$ cat src/rtl/cp0_pkg.sv
// Shared CP0 constants: register numbers, SR/Cause field positions, ExcCode values.
package cp0_pkg;

   localparam logic [4:0] REG_SR    = 5'd12;
   localparam logic [4:0] REG_CAUSE = 5'd13;
   localparam logic [4:0] REG_EPC   = 5'd14;
   localparam logic [4:0] REG_PRID  = 5'd15;

   localparam int IM_HI   = 15;
   localparam int IM_LO   = 10;
   localparam int EXL_BIT = 1;
   localparam int IE_BIT  = 0;
   localparam int BD_BIT  = 31;
   localparam int IP_HI   = 15;
   localparam int IP_LO   = 10;
   localparam int EXC_HI  = 6;
   localparam int EXC_LO  = 2;

   typedef enum logic [4:0] {
      EXC_INT  = 5'd0,
      EXC_ADEL = 5'd4,
      EXC_ADES = 5'd5,
      EXC_RI   = 5'd10,
      EXC_OV   = 5'd12
   } exc_code_e;

   // A delay-slot victim restarts at its branch, one word earlier.
   function automatic logic [29:0] epc_word(input logic [31:0] pc, input logic bd);
      return bd ? (pc[31:2] - 30'd1) : pc[31:2];
   endfunction

endpackage

$ cat src/rtl/cp0_int_arb.sv
// Combinational interrupt/exception arbiter: decides whether the M-stage
// instruction is redirected and which ExcCode gets latched into Cause.
module cp0_int_arb
   import cp0_pkg::*;
#(
   parameter int INT_LINES = 6
) (
   input  logic                 valid_m,
   input  logic                 exp_flag_m,
   input  logic [4:0]           exc_code_m,
   input  logic                 ie,
   input  logic                 exl,
   input  logic [INT_LINES-1:0] im,
   input  logic [INT_LINES-1:0] hw_int,
   output logic                 exc,
   output logic [4:0]           exc_code_nxt
);

   logic int_req;
   logic exc_req;

   // Interrupts are only taken on a real instruction so EPC always names one.
   assign int_req      = valid_m & ie & ~exl & (|(hw_int & im));
   assign exc_req      = valid_m & exp_flag_m & ~exl;
   assign exc          = int_req | exc_req;
   assign exc_code_nxt = int_req ? EXC_INT : exc_code_m;

endmodule

$ cat src/rtl/cp0_unit.sv
// CP0 register file (SR, Cause, EPC, PRId) with exception/interrupt redirect.
// Optional macro CP0_EPC_BYPASS_EN forwards an in-flight mtc0 EPC onto PC_EPC.
module cp0_unit
   import cp0_pkg::*;
#(
   parameter logic [31:0] PRID      = 32'h2021_0080,
   parameter int          INT_LINES = 6
) (
   input  logic                 clk,
   input  logic                 reset,
   input  logic                 we,
   input  logic [4:0]           addr,
   input  logic [31:0]          wdata,
   output logic [31:0]          rdata,
   input  logic                 valid_m,
   input  logic [31:0]          pc_m,
   input  logic                 bd_m,
   input  logic                 exp_flag_m,
   input  logic [4:0]           exc_code_m,
   input  logic                 eret_m,
   input  logic [INT_LINES-1:0] hw_int,
   output logic                 exc,
   output logic [31:0]          PC_EPC
);

   logic [INT_LINES-1:0] im_q;
   logic [INT_LINES-1:0] ip_q;
   logic                 exl_q;
   logic                 ie_q;
   logic                 bd_q;
   logic [4:0]           exc_code_q;
   logic [29:0]          epc_q;

   logic [4:0]           exc_code_nxt;
   logic                 wr_en;
   logic                 wr_sr;
   logic                 wr_epc;
   logic [31:0]          sr_val;
   logic [31:0]          cause_val;

   cp0_int_arb #(
      .INT_LINES (INT_LINES)
   ) u_arb (
      .valid_m      (valid_m),
      .exp_flag_m   (exp_flag_m),
      .exc_code_m   (exc_code_m),
      .ie           (ie_q),
      .exl          (exl_q),
      .im           (im_q),
      .hw_int       (hw_int),
      .exc          (exc),
      .exc_code_nxt (exc_code_nxt)
   );

   // The victim of a redirect must not commit its mtc0.
   assign wr_en  = we & ~exc;
   assign wr_sr  = wr_en & (addr == REG_SR);
   assign wr_epc = wr_en & (addr == REG_EPC);

   always_ff @(posedge clk or posedge reset) begin
      if (reset) begin
         im_q       <= '0;
         ip_q       <= '0;
         exl_q      <= 1'b0;
         ie_q       <= 1'b0;
         bd_q       <= 1'b0;
         exc_code_q <= 5'd0;
         epc_q      <= 30'd0;
      end else begin
         ip_q <= hw_int;
         if (exc) begin
            // A simultaneous eret is discarded: EXL stays set for the handler.
            exl_q      <= 1'b1;
            exc_code_q <= exc_code_nxt;
            bd_q       <= bd_m;
            epc_q      <= epc_word(pc_m, bd_m);
         end else begin
            if (eret_m) begin
               exl_q <= 1'b0;
            end
            if (wr_sr) begin
               im_q  <= wdata[IM_LO +: INT_LINES];
               exl_q <= wdata[EXL_BIT];
               ie_q  <= wdata[IE_BIT];
            end
            if (wr_epc) begin
               epc_q <= wdata[31:2];
            end
         end
      end
   end

   always_comb begin
      sr_val                     = '0;
      sr_val[IM_LO +: INT_LINES] = im_q;
      sr_val[EXL_BIT]            = exl_q;
      sr_val[IE_BIT]             = ie_q;
   end

   always_comb begin
      cause_val                     = '0;
      cause_val[BD_BIT]             = bd_q;
      cause_val[IP_LO +: INT_LINES] = ip_q;
      cause_val[EXC_HI:EXC_LO]      = exc_code_q;
   end

   // mfc0 sees only committed state; no forwarding from a same-cycle mtc0.
   always_comb begin
      rdata = 32'd0;
      case (addr)
         REG_SR:    rdata = sr_val;
         REG_CAUSE: rdata = cause_val;
         REG_EPC:   rdata = {epc_q, 2'b00};
         REG_PRID:  rdata = PRID;
         default:   rdata = 32'd0;
      endcase
   end

`ifdef CP0_EPC_BYPASS_EN
   assign PC_EPC = wr_epc ? {wdata[31:2], 2'b00} : {epc_q, 2'b00};
`else
   assign PC_EPC = {epc_q, 2'b00};
`endif

endmodule

$ cat config.mk
export PLATFORM = sky130hd
export DESIGN_NAME = cp0_unit
export DESIGN_NICKNAME = d
export VERILOG_FILES = /design/src/rtl/cp0_pkg.sv /design/src/rtl/cp0_int_arb.sv /design/src/rtl/cp0_unit.sv
export SDC_FILE = /design/constraint.sdc
export NUM_CORES = 1
export LEC_CHECK = 0
export CORE_ASPECT_RATIO = 1.5
export CORE_MARGIN = 2
export CORE_UTILIZATION = 52
export DETAILED_ROUTE_END_ITERATION = 10
export DONT_BUFFER_PORTS = 1
export HOLD_SLACK_MARGIN = 0.15
export PLACE_DENSITY = 0.67
export SLEW_MARGIN = 0
export SYNTH_ARGS = -nofsm -noshare
export SYNTH_HDL_FRONTEND = slang
export SYNTH_HIERARCHICAL = 1
export SYNTH_SLANG_ARGS = --single-unit
$ cat constraint.sdc
create_clock -name clk -period 2.8 [get_ports clk]
set_input_delay 0.14 -clock clk [delete_from_list [all_inputs] [get_ports clk]]
set_output_delay 0.14 -clock clk [all_outputs]
set_load 0.02 [all_outputs]
# Word level (Yosys, flattened, before mapping)
# Index checks and enable logic that the tools add are counted.
# op_classes
eq_ne	4
mux	8
n_addsub	1
n_bitwise	12
n_reduce_logical	4
# ops
operator	count
case mux 32 bit (4 select lines)	1
two-way mux 30 bit	3
subtractor 30 x 1 -> 30 bit (second input constant)	1
equality test 5 x 4 -> 1 bit (second input constant)	4
bitwise AND 1 bit	8
bitwise AND 6 bit	1
OR reduction 6 bit	1
two-way mux 5 bit	1
two-way mux 1 bit	3
nonzero test 3 bit	1
NOT 1 bit	2
AND reduction 2 bit	1
nonzero test 2 bit	1
bitwise OR 1 bit	1
# word_totals
register_bits	50
elab_cells	36

# Logic depth before layout (Yosys ltp)
# Gate-level depths: netlist of run 1.
# logic_depth
depth_word	9
depth_mapped	7

# Cells and area by module
# Netlist of run 1, hierarchy kept.
# by_module_without_submodules
module	cells_per_inst	n_inst	area_per_inst_um2	seq_area_each_um2
cp0_unit	336	1	3153.0	1251.2
cp0_int_arb	14	1	112.6	0.0

# Least setup slack after synthesis of run 1
# Ideal clock, no wire load.
# synth_timing
path_type	flip-flop to flip-flop
from	reg im_q[0]
to	reg ie_q
setup_ns	0.125
setup_slack_ns	0.858
n_path_buf	1
t_arrival_ns	1.817
stages_incl_launch_ff	7
path_cell_list	dfrtp_1 -> a22oi_2 -> a31oi_1 -> o211a_1 -> and3b_1 -> clkbuf_1 -> mux2_2
# synth_between
elab_chain_len	8
# synth_rtl
element	line_no	source
start: declaration	cp0_unit.sv:26	logic [INT_LINES-1:0] im_q;
start signal: assignment	cp0_unit.sv:82	im_q <= wdata[IM_LO +: INT_LINES];
bitwise AND 6 bit (*)	cp0_int_arb.sv:23	assign int_req = valid_m & ie & ~exl & (|(hw_int & im));
OR reduction 6 bit (*)	cp0_int_arb.sv:23	
bitwise AND 1 bit (*)	cp0_int_arb.sv:23	
bitwise OR 1 bit (*)	cp0_int_arb.sv:25	assign exc = int_req | exc_req;
net exc	cp0_unit.sv:22	output logic exc,
NOT 1 bit (no line) (*)	--	
bitwise AND 1 bit	cp0_unit.sv:56	assign wr_en = we & ~exc;
bitwise AND 1 bit	cp0_unit.sv:57	assign wr_sr = wr_en & (addr == REG_SR);
AND reduction 2 bit (no line) (*)	--	
end signal: assignment	cp0_unit.sv:84	ie_q <= wdata[IE_BIT];
end: declaration	cp0_unit.sv:29	logic ie_q;
# The timed path passes the listed nets; every way through them passes the cells marked *.
# A chain may end at the register's enable or synchronous reset.

# Worst setup path after layout of run 1
# layout_timing
from	in pc_m[12]
to	reg epc_q[23]
# layout_between
elab_chain_len	3
# layout_rtl
element	line_no	source
start: declaration	cp0_unit.sv:16	input logic [31:0] pc_m,
subtractor 30 x 1 -> 30 bit	cp0_pkg.sv:29	return bd ? (pc[31:2] - 30'd1) : pc[31:2];
two-way mux 30 bit	cp0_pkg.sv:29	
two-way mux 30 bit	cp0_unit.sv:71	if (exc) begin
end signal: assignment	cp0_unit.sv:76	epc_q <= epc_word(pc_m, bd_m);
end signal: assignment	cp0_unit.sv:87	epc_q <= wdata[31:2];
end: declaration	cp0_unit.sv:32	logic [29:0] epc_q;
# Every way passes these cells.

==> results of run 1 <==
-- routing by layer --
layer | global-route usage, % | vias up
li1 | - | 1444
met1 | 35.0 | 1529
met2 | 51.7 | 118
met3 | 6.15 | 13
met4 | 8.14 | 0
met5 | 0 | -
-- cell usage after synthesis, types with 12 or more instances --
cell type  count  share of area (%)
nand2_1       24                2.8
o31ai_1       12                2.8
clkbuf_1      21                2.4
a211oi_1      27                6.2
dfrtp_1       50                 38
nor2_1        16                1.8
or4_1         12                2.8
and2_1        17                3.3
xor2_1        14                3.8
a31oi_1       16                3.1
a21oi_1       13                2.0
and3_1        27                5.2
mux2_2        13                4.5
-- final cells by class --
| type | count | area, sq um | area share, % |
|---|---|---|---|
| timing repair buffer | 81 | 803 | 19.4 |
| inverter | 6 | 22.5 | 0.543 |
| sequential | 50 | 1250 | 30.1 |
| clock inverter | 2 | 37.5 | 0.904 |
| multi-input combinational | 267 | 1870 | 45.1 |
| clock buffer | 6 | 72.6 | 1.75 |
| tap | 74 | 92.6 | 2.23 |
-- state kept, by name, summed over array words and instances (netlist names) --
register	count
bd_q	1
epc_q	30
exc_code_q	5
exl_q	1
ie_q	1
im_q	6
ip_q	6
-- layout by cell type (no fill, tap or decap), drive strengths merged, types with 2 or more instances in the layout --
cell,count
nand2,24
a22oi,9
or4,12
nand3b,3
a21oi,13
mux2i,3
o31ai,12
nor4b,3
conb,2
or3,4
dfrtp,50
xor2,14
nor2,16
nor4,4
nand4,5
nand3,6
nor2b,7
and2,17
nor3,4
nand4b,3
dlygate4sd3,73
buf,8
a211oi,27
a31oi,17
clkbuf,6
mux2,13
inv,6
a22o,6
o21ai,6
and3,27
-- critical path: cells and delay by family --
| family | cells | cell delay [ps] |
|---|---|---|
| buf+inv | 2 | 1170 |
| compound gates | 2 | 520 |
| simple gates | 2 | 900 |
-- power by group through the flow --
stage,clock (mW),sequential [mW],combinational (mW)
4_1_cts,0.528,1.13,0.494
6_report,0.519,1.13,0.500
3_3_place_gp,0,1.14,0.332
5_1_grt,0.553,1.15,0.548
2_1_floorplan,0,1.10,0.289
3_5_place_dp,0,1.14,0.344
-- stage by stage --
| step | instance area, sq um | power [mW] | setup WS, ps | hold slack, ps |
|---|---|---|---|---|
| final | 4150 | 2.15 | 265 | 156 |
| after global routing | 4150 | 2.26 | 124 | 153 |
| after CTS | 4150 | 2.15 | 318 | 151 |
| after detailed placement | 3310 | 1.49 | 800 | 172 |
| after global placement | 3310 | 1.47 | 849 | 172 |
| after floorplan | 3270 | 1.39 | 858 | 171 |
-- cells by family (layout without fill, tap and decap cells) --
kind of cell,count (synthesis),after routing,synth area share (%)
and+or+nand+nor,141,141,27.0
AOI/OAI and AO/OA,93,93,20.3
muxes,16,16,5.40
DFF,50,50,38.3
adders and majority gates,1,1,0.383
xor gates and xnor gates,14,14,3.75
buffers and inverters,34,95,4.67
other,1,2,0.115
-- final timing paths --
| check | slack (ps) | to | startpoint |
|---|---|---|---|
| worst max-delay path | 260 | epc_q[23] | pc_m[12] |
| worst min-delay path | 160 | epc_q[6] | wdata[8] |
| worst max register to register | 510 | epc_q[22] | im_q[1] |
| worst min register to register | 520 | exc_code_q[0] | exc_code_q[0] |
| max in group asynchronous | 1590 | epc_q[3] | reset |
| min in group asynchronous | 550 | epc_q[18] | reset |
==> results.cfg, run 1 <==
[run_status]
status = completed

[global_route]
grt_pass1_vias = 3030
grtUsageTotal_pct = 29.3
grt_overflow = 0
grt_max_degree = 69
antenna_found_initial = 0
grt_pass1_wl_um = 15300

[clock_network]
clkTransAtPathRegs_ps = 90
clockBufferDepth = 2
clkLatencyLatePin_ps = 310
htree_levels = 2
cts_num_sinks = 50
ctsHoldBuffers = 73
cts-root-buf = clkbuf_8
ctsResizeCount = 0
cts_buffers = 5
postCtsSetupBuffers = 0
cts_tree = done

[yosys]
async_flop_share_pct = 100
netlist_area_sq_um = 3270
yosysUniqueCellTypes = 48
netlist_instances = 350
ys_warn_count = 6
syn_area_per_cell_sq_um = 9.33
synth-edff-count = 0
synth_seq_area_share_pct = 38.3
synthFlopType = dfrtp_1
synth-seq-cells = 50

[power_and_ir_drop]
ir_drop_mv = 0.303
p_per_area_nw_per_um2 = 518
switching_power_mw = 0.730
p_leak_nw = 1.68
swShare_pct = 34.0
comb_power_share_pct = 23.3
pwr-share-seq_pct = 52.6
internal_power_mw = 1.42
pwr-share-clk_pct = 24.1

[job]
drv_cap = 0

[sta]
tightest_slew_ps = 1070
period_share_pct = 90.5
fmax_mhz = 394
fin_crit_ps = 2540
finalSetupViolCount = 0
setup_tns_ps = 0
hold_violations = 0
maxSlewHeadroom_pct = 28.9
skew_ps = 6.63
rsz0062_at_grt = false
drv_slew = 0

[placed_design]
place_congestion = 0.760
placed_cells = 405
portBuffers = 0
dp_hpwl_um = 6390

[die]
ios = 152
dieHeight_um = 101
die_area_sq_um = 6940
core-area_sq_um = 6130
rows = 35
dieWidth_um = 68.7
initial_core_util_pct = 53.3

[final_layout]
drive_gt1_share_pct = 10.4
nets = 499
fillCellCount = 509
post-route-util_pct = 67.7
area_growth_pct = 27.1
fin_cells = 486
n_antenna_cell = 0

[worst_setup_path]
reg2reg_depth = 7
critPathMaxStageDelay_ps = 600
critPathLaunchType = input port
path_max_fanout = 17
crit_chain = nor4_4 -> nand4_2 -> o41ai_1 -> dlygate4sd3_1 -> a31oi_1 -> dlygate4sd3_1
critPathSlowestCell = dlygate4sd3_1
cp_common_cell = dlygate4sd3_1
crit_type = in -> reg
end_kind = flop
crit_arrival_ps = 2730
worst-endpoint-required_ps = 3000

[detailed_routing]
ant_nets = 0
wl_met1_um = 3950
vias = 3104
avgRoutedWirePerCell_um = 20.7
dr_wl_met3_um = 576
dr.pass1.iters = 4
top_layer = met4
wirelength_um = 10000
via_per_inst = 6.39
drt-initial-drc-count = 201
wl_met2_um = 5350
route.detailed.drc = 0

[hold_path]
whs_path_depth = 3
hold_class = in -> reg
Note: power is estimated with default switching activity, not from simulation.
==> inputs of run 2 (changes only) <==
ABC_AREA = 1   (was unset)
==> run 2 against run 1 <==
Net effect:
- synthesized cell count is 56% higher
- non-clock buffer count is 4 lower
- combinational power is 96% higher
- area after synthesis is 9.3% higher
- final area is 7.9% higher
- wire length is 12% higher
- count of clock-buffer cells in the layout stayed put
- sequential power is 33% higher
- die area is 8.8% higher
==> results.cfg, run 2 <==
[run_status]
status = completed

[final_layout]
drive_gt1_share_pct = 9.11
reg_top3 = epc_q: 30 flops, im_q: 6 flops, ip_q: 6 flops
layout_commonest_cell = nand2_1
multi_input_area_sq_um = 1930
n_antenna_cell = 0
fin_cells = 693
area_growth_pct = 25.4
largest_register_ffs = 30
mostFrequentLayoutCells = nand2_1, nor2_1, dlygate4sd3_1
fillCellCount = 634
top_register = epc_q
nets = 702
seq_area_sq_um = 1250

[worst_setup_path]
worst-path-buf-inv = 3
critPathSlowestCell = dlygate4sd3_1
path_max_fanout = 25
end_kind = flop
crit_arrival_ps = 2740
crit_chain = nand2_1 -> nand2_1 -> nor2_2 -> nand2_2 -> nand2_1 -> nand2_2 -> inv_2 -> nand2_4 -> clkinv_2 -> nor2_1 -> nand2_1 -> dlygate4sd3_1 -> nand2_1
critPathMaxStageDelay_ps = 560
critPathLaunchType = flop
crit_family = buffers and inverters
crit_type = reg -> reg
cp_common_cell = nand2_1
worst-endpoint-required_ps = 3010

[yosys]
netlist_area_sq_um = 3570
netlist_instances = 547
synth_seq_area_share_pct = 35.1
yosysMostFrequentCell = nand2_1
synth_area_leader_cell = dfrtp_1
synthFlopType = dfrtp_1
ys_warn_count = 6
synth-seq-cells = 50
async_flop_share_pct = 100
syn_area_per_cell_sq_um = 6.53
synth_common_cells = nand2_1, nor2_1, inv_1
synth-edff-count = 0
synth_top_area_share_pct = 35.1
synth_area_leaders = dfrtp_1, nand2_1, nor2_1, inv_1, nand3_1
yosysUniqueCellTypes = 37

[detailed_routing]
dr_wl_met3_um = 812
via_per_inst = 5.41
dr.pass1.iters = 5
wl_met1_um = 4160
route.detailed.drc = 0
wirelength_um = 11300
avgRoutedWirePerCell_um = 16.3
ant_nets = 0
wl_met2_um = 6060
drt-initial-drc-count = 300
vias = 3748
top_layer = met4

[die]
rows = 37
dieHeight_um = 105
ios = 152
core-area_sq_um = 6760
die_area_sq_um = 7560
initial_core_util_pct = 52.8
dieWidth_um = 71.7

[placed_design]
place_ws_ps = 766
portBuffers = 0
placed_cells = 611
dp_hpwl_um = 8050
place_congestion = 0.886

[sta]
rsz0062_at_grt = false
hold_ws_ps = 156
setup_tns_ps = 0
hold_violations = 0
skew_ps = 7.32
fmax_mhz = 395
fin_crit_ps = 2530
finalSetupViolCount = 0
tightest_slew_ps = 1050
drv_slew = 0
period_share_pct = 90.5
layout_setup_ws_ps = 266
maxSlewHeadroom_pct = 30.1

[clock_network]
clockBufferDepth = 2
clkTransAtPathRegs_ps = 90
postCtsSetupBuffers = 0
cts_num_sinks = 50
cts_buffers = 5
cts-root-buf = clkbuf_8
clkLatencyLatePin_ps = 310
cts_tree = done
htree_levels = 2

[global_route]
grtUsageTotal_pct = 30.3
antenna_found_initial = 0
grt_max_degree = 51
grt_pass1_wl_um = 17800
grt_overflow = 0
grt_pass1_vias = 3642

[power_and_ir_drop]
p_leak_nw = 2.16
ir_drop_mv = 0.433
p_per_area_nw_per_um2 = 696

[hold_path]
hold_class = in -> reg

[job]
drv_cap = 0
[run 2: layout make-up]
| cell class | count | share of cell area (%) |
|---|---|---|
| inverters | 77 | 6.51 |
| clock buffers | 6 | 1.84 |
| well taps | 78 | 2.18 |
| clock inverters | 2 | 1.34 |
| multi-input cells | 403 | 43.1 |
| repair buffers | 77 | 17.0 |
| flip-flops and latches | 50 | 27.9 |
[run 2: metal layers]
metal | up-vias | track usage (%)
met5 | - | 0
met4 | 0 | 10.5
met3 | 18 | 6.21
met2 | 168 | 55.1
met1 | 1723 | 34.1
li1 | 1839 | -
[run 2: where the power goes]
| part | internal (mW) | switching, mW |
|---|---|---|
| registers | 1.00 | 0.503 |
| clock network | 0.381 | 0.252 |
| logic | 0.433 | 0.547 |
[run 2: path summary, 6_finish.rpt]
check,from,end,slack (ps),cells past startpoint
setup / recovery,im_q[5],epc_q[29],270,13
hold / removal,pc_m[5],epc_q[3],160,4
setup reg to reg,im_q[5],epc_q[29],270,13
hold reg to reg,im_q[4],im_q[4],530,2
max in group asynchronous,reset,im_q[0],1610,2
min in group asynchronous,reset,exc_code_q[0],540,2
[run 2: timing repair]
item / CTS / global route
hold buffers: 74 / 0
hold endpoints to repair: 100 / 0
setup endpoints to repair: 0 / 1
gates resized for setup: 0 / 1
[run 2: through the flow]
stage	power, mW	instance area [sq um]	util [%]
2_1_floorplan	2.06	3570	-
3_3_place_gp	2.23	3590	53.1
3_5_place_dp	2.26	3590	53.1
4_1_cts	3.11	4480	66.2
5_1_grt	3.32	4480	66.2
6_report	3.12	4480	66.2
[run 2: logic make-up after synthesis]
family | share of synthesized area, %
other cells | 0.105
buf+inv | 11.0
xor+xnor | 0.981
fa+ha+maj | 0.350
mux | 1.58
compound gates | 11.3
flops | 35.1
simple gates | 39.6
[run 2: worst register-to-register path, delay by kind of cell (launching register included)]
family,cells,cell delay [ps]
buf+inv,3,1080
flops,1,410
simple gates,10,950
==> inputs of run 3 (changes only) <==
CORE_MARGIN = unset   (was 2)
CTS_CLUSTER_SIZE = 25   (was unset)
==> run 3 against run 2 <==
Net effect:
- non-clock buffer count grew 3
- core utilization up 1.4 points
- cell count did not move
- global-route usage is 1.7 points higher
- wire length is 0.55% higher
- clock power fell by 32%
- final area is 0.70% lower
- register-to-register slack got worse by 40 ps
- sequential power about the same
- critical path type unchanged
- largest cell class unchanged
==> results.cfg, run 3 (synthesis gave the netlist of run 2 again) <==
[run_status]
status = completed

[final_layout]
layout_commonest_cell = nand2_1
reg_top3 = epc_q: 30 flops, im_q: 6 flops, ip_q: 6 flops
top_register = epc_q
fin_cells = 693
fin_area_sq_um = 4450
nets = 705
largest_register_ffs = 30
post-route-util_pct = 67.6
fillCellCount = 614
n_antenna_cell = 0
mostFrequentLayoutCells = nand2_1, dlygate4sd3_1, nor2_1
drive_gt1_share_pct = 8.91
area_growth_pct = 24.5

[worst_setup_path]
r2r_slack_ps = 230
critPathLaunchType = flop
crit_cells = 10
worst-path-buf-inv = 3
critPathSlowestCell = dlygate4sd3_1
end_kind = flop
critPathMaxStageDelay_ps = 550
worst-endpoint-required_ps = 3070
crit_family = simple AND/OR/NAND/NOR gates
crit_start = exl_q
cp_common_cell = nand2_1
path_max_fanout = 25
crit_path_end = epc_q[17]
r2r-end = epc_q[17]
crit_arrival_ps = 2840
r2r_start = exl_q
crit_chain = nor2_2 -> nand2_1 -> nand2_2 -> inv_2 -> nand2_4 -> clkinv_2 -> nor2_1 -> nand2_1 -> dlygate4sd3_1 -> nand2_1
crit_type = reg -> reg
reg2reg_depth = 10

[power_and_ir_drop]
p_leak_nw = 2.13
ir_drop_mv = 0.439
p_per_area_nw_per_um2 = 658
power_mw = 2.93

[clock_network]
clkLatencyLatePin_ps = 320
cts_buffers = 5
cts_tree = done
cts_num_sinks = 50
clkTransAtPathRegs_ps = 100
clockBufferDepth = 2
cts-root-buf = clkbuf_8
htree_levels = 2
postCtsSetupBuffers = 0

[global_route]
grtUsageTotal_pct = 31.9
grt_overflow = 0
grt_pass1_wl_um = 17900
antenna_found_initial = 0
grt_pass1_vias = 3710
grt_max_degree = 51

[detailed_routing]
drt-initial-drc-count = 187
via_per_inst = 5.39
ant_nets = 0
dr.pass1.iters = 5
vias = 3733
avgRoutedWirePerCell_um = 16.3
route.detailed.drc = 0
wirelength_um = 11300

[hold_path]
whs_path_depth = 4
hold_class = in -> reg

[placed_design]
place_ws_ps = 759
dpl_cell_area_sq_um = 3590
portBuffers = 0
dp_hpwl_um = 7880
placed_cells = 609
place_congestion = 0.910

[sta]
hold_ws_ps = 169
setup_tns_ps = 0
maxSlewHeadroom_pct = 29.0
layout_setup_ws_ps = 229
rsz0062_at_grt = false
hold_violations = 0
skew_ps = 11.9
period_share_pct = 91.8
finalSetupViolCount = 0
fmax_mhz = 389
tightest_slew_ps = 1060
fin_crit_ps = 2570
drv_slew = 0

[die]
dieHeight_um = 103
dieWidth_um = 69.7
rows = 36
initial_core_util_pct = 54.3
die_area_sq_um = 7210
core-area_sq_um = 6580
ios = 152

[job]
drv_cap = 0
run 3: worst min-delay path by stage:
| stage | slack (ps) | from | end |
|---|---|---|---|
| finish | 170 | pc_m[15] | epc_q[13] |
| global route | 180 | pc_m[15] | epc_q[13] |
| CTS | 160 | pc_m[15] | epc_q[13] |
| detailed placement | 170 | hw_int[5] | ip_q[5] |
| global placement | 170 | hw_int[5] | ip_q[5] |
| floorplan | 170 | hw_int[0] | ip_q[0] |
run 3: layer usage:
| layer | global-route usage, % | routed length (um) | up-vias |
|---|---|---|---|
| met5 | 0 | 0 | - |
| met4 | 12.5 | 332 | 0 |
| met3 | 6.49 | 802 | 25 |
| met2 | 59.9 | 5950 | 158 |
| met1 | 35.6 | 4240 | 1698 |
| li1 | - | - | 1852 |
run 3: tightest hold or removal path: stages:
cell and delay [ps]:
inv_1 40, nor2_1 40, o21ai_1 150, a21oi_1 80
run 3: final cells by class:
| cell class | instances | area, sq um | share of cell area [%] |
|---|---|---|---|
| Clock inverter | 2 | 15.0 | 0.338 |
| Timing Repair Buffer | 80 | 793 | 17.8 |
| Inverter | 77 | 292 | 6.56 |
| Tap cell | 76 | 95.1 | 2.14 |
| Sequential cell | 50 | 1250 | 28.1 |
| Clock buffer | 5 | 68.8 | 1.55 |
| Multi-Input combinational cell | 403 | 1930 | 43.4 |
run 3: what timing repair did:
action                     CTS  global route
setup endpoints to repair    0             8
hold endpoints to repair   100             0
resized for setup            0             1
hold buffers                77             0
run 3: report_power, final:
group          leakage (nW)  internal (mW)  total (mW)  switching [mW]
registers             0.606           1.00        1.50           0.499
logic                  1.49          0.443       0.993           0.549
clock network        0.0362          0.171       0.433           0.261
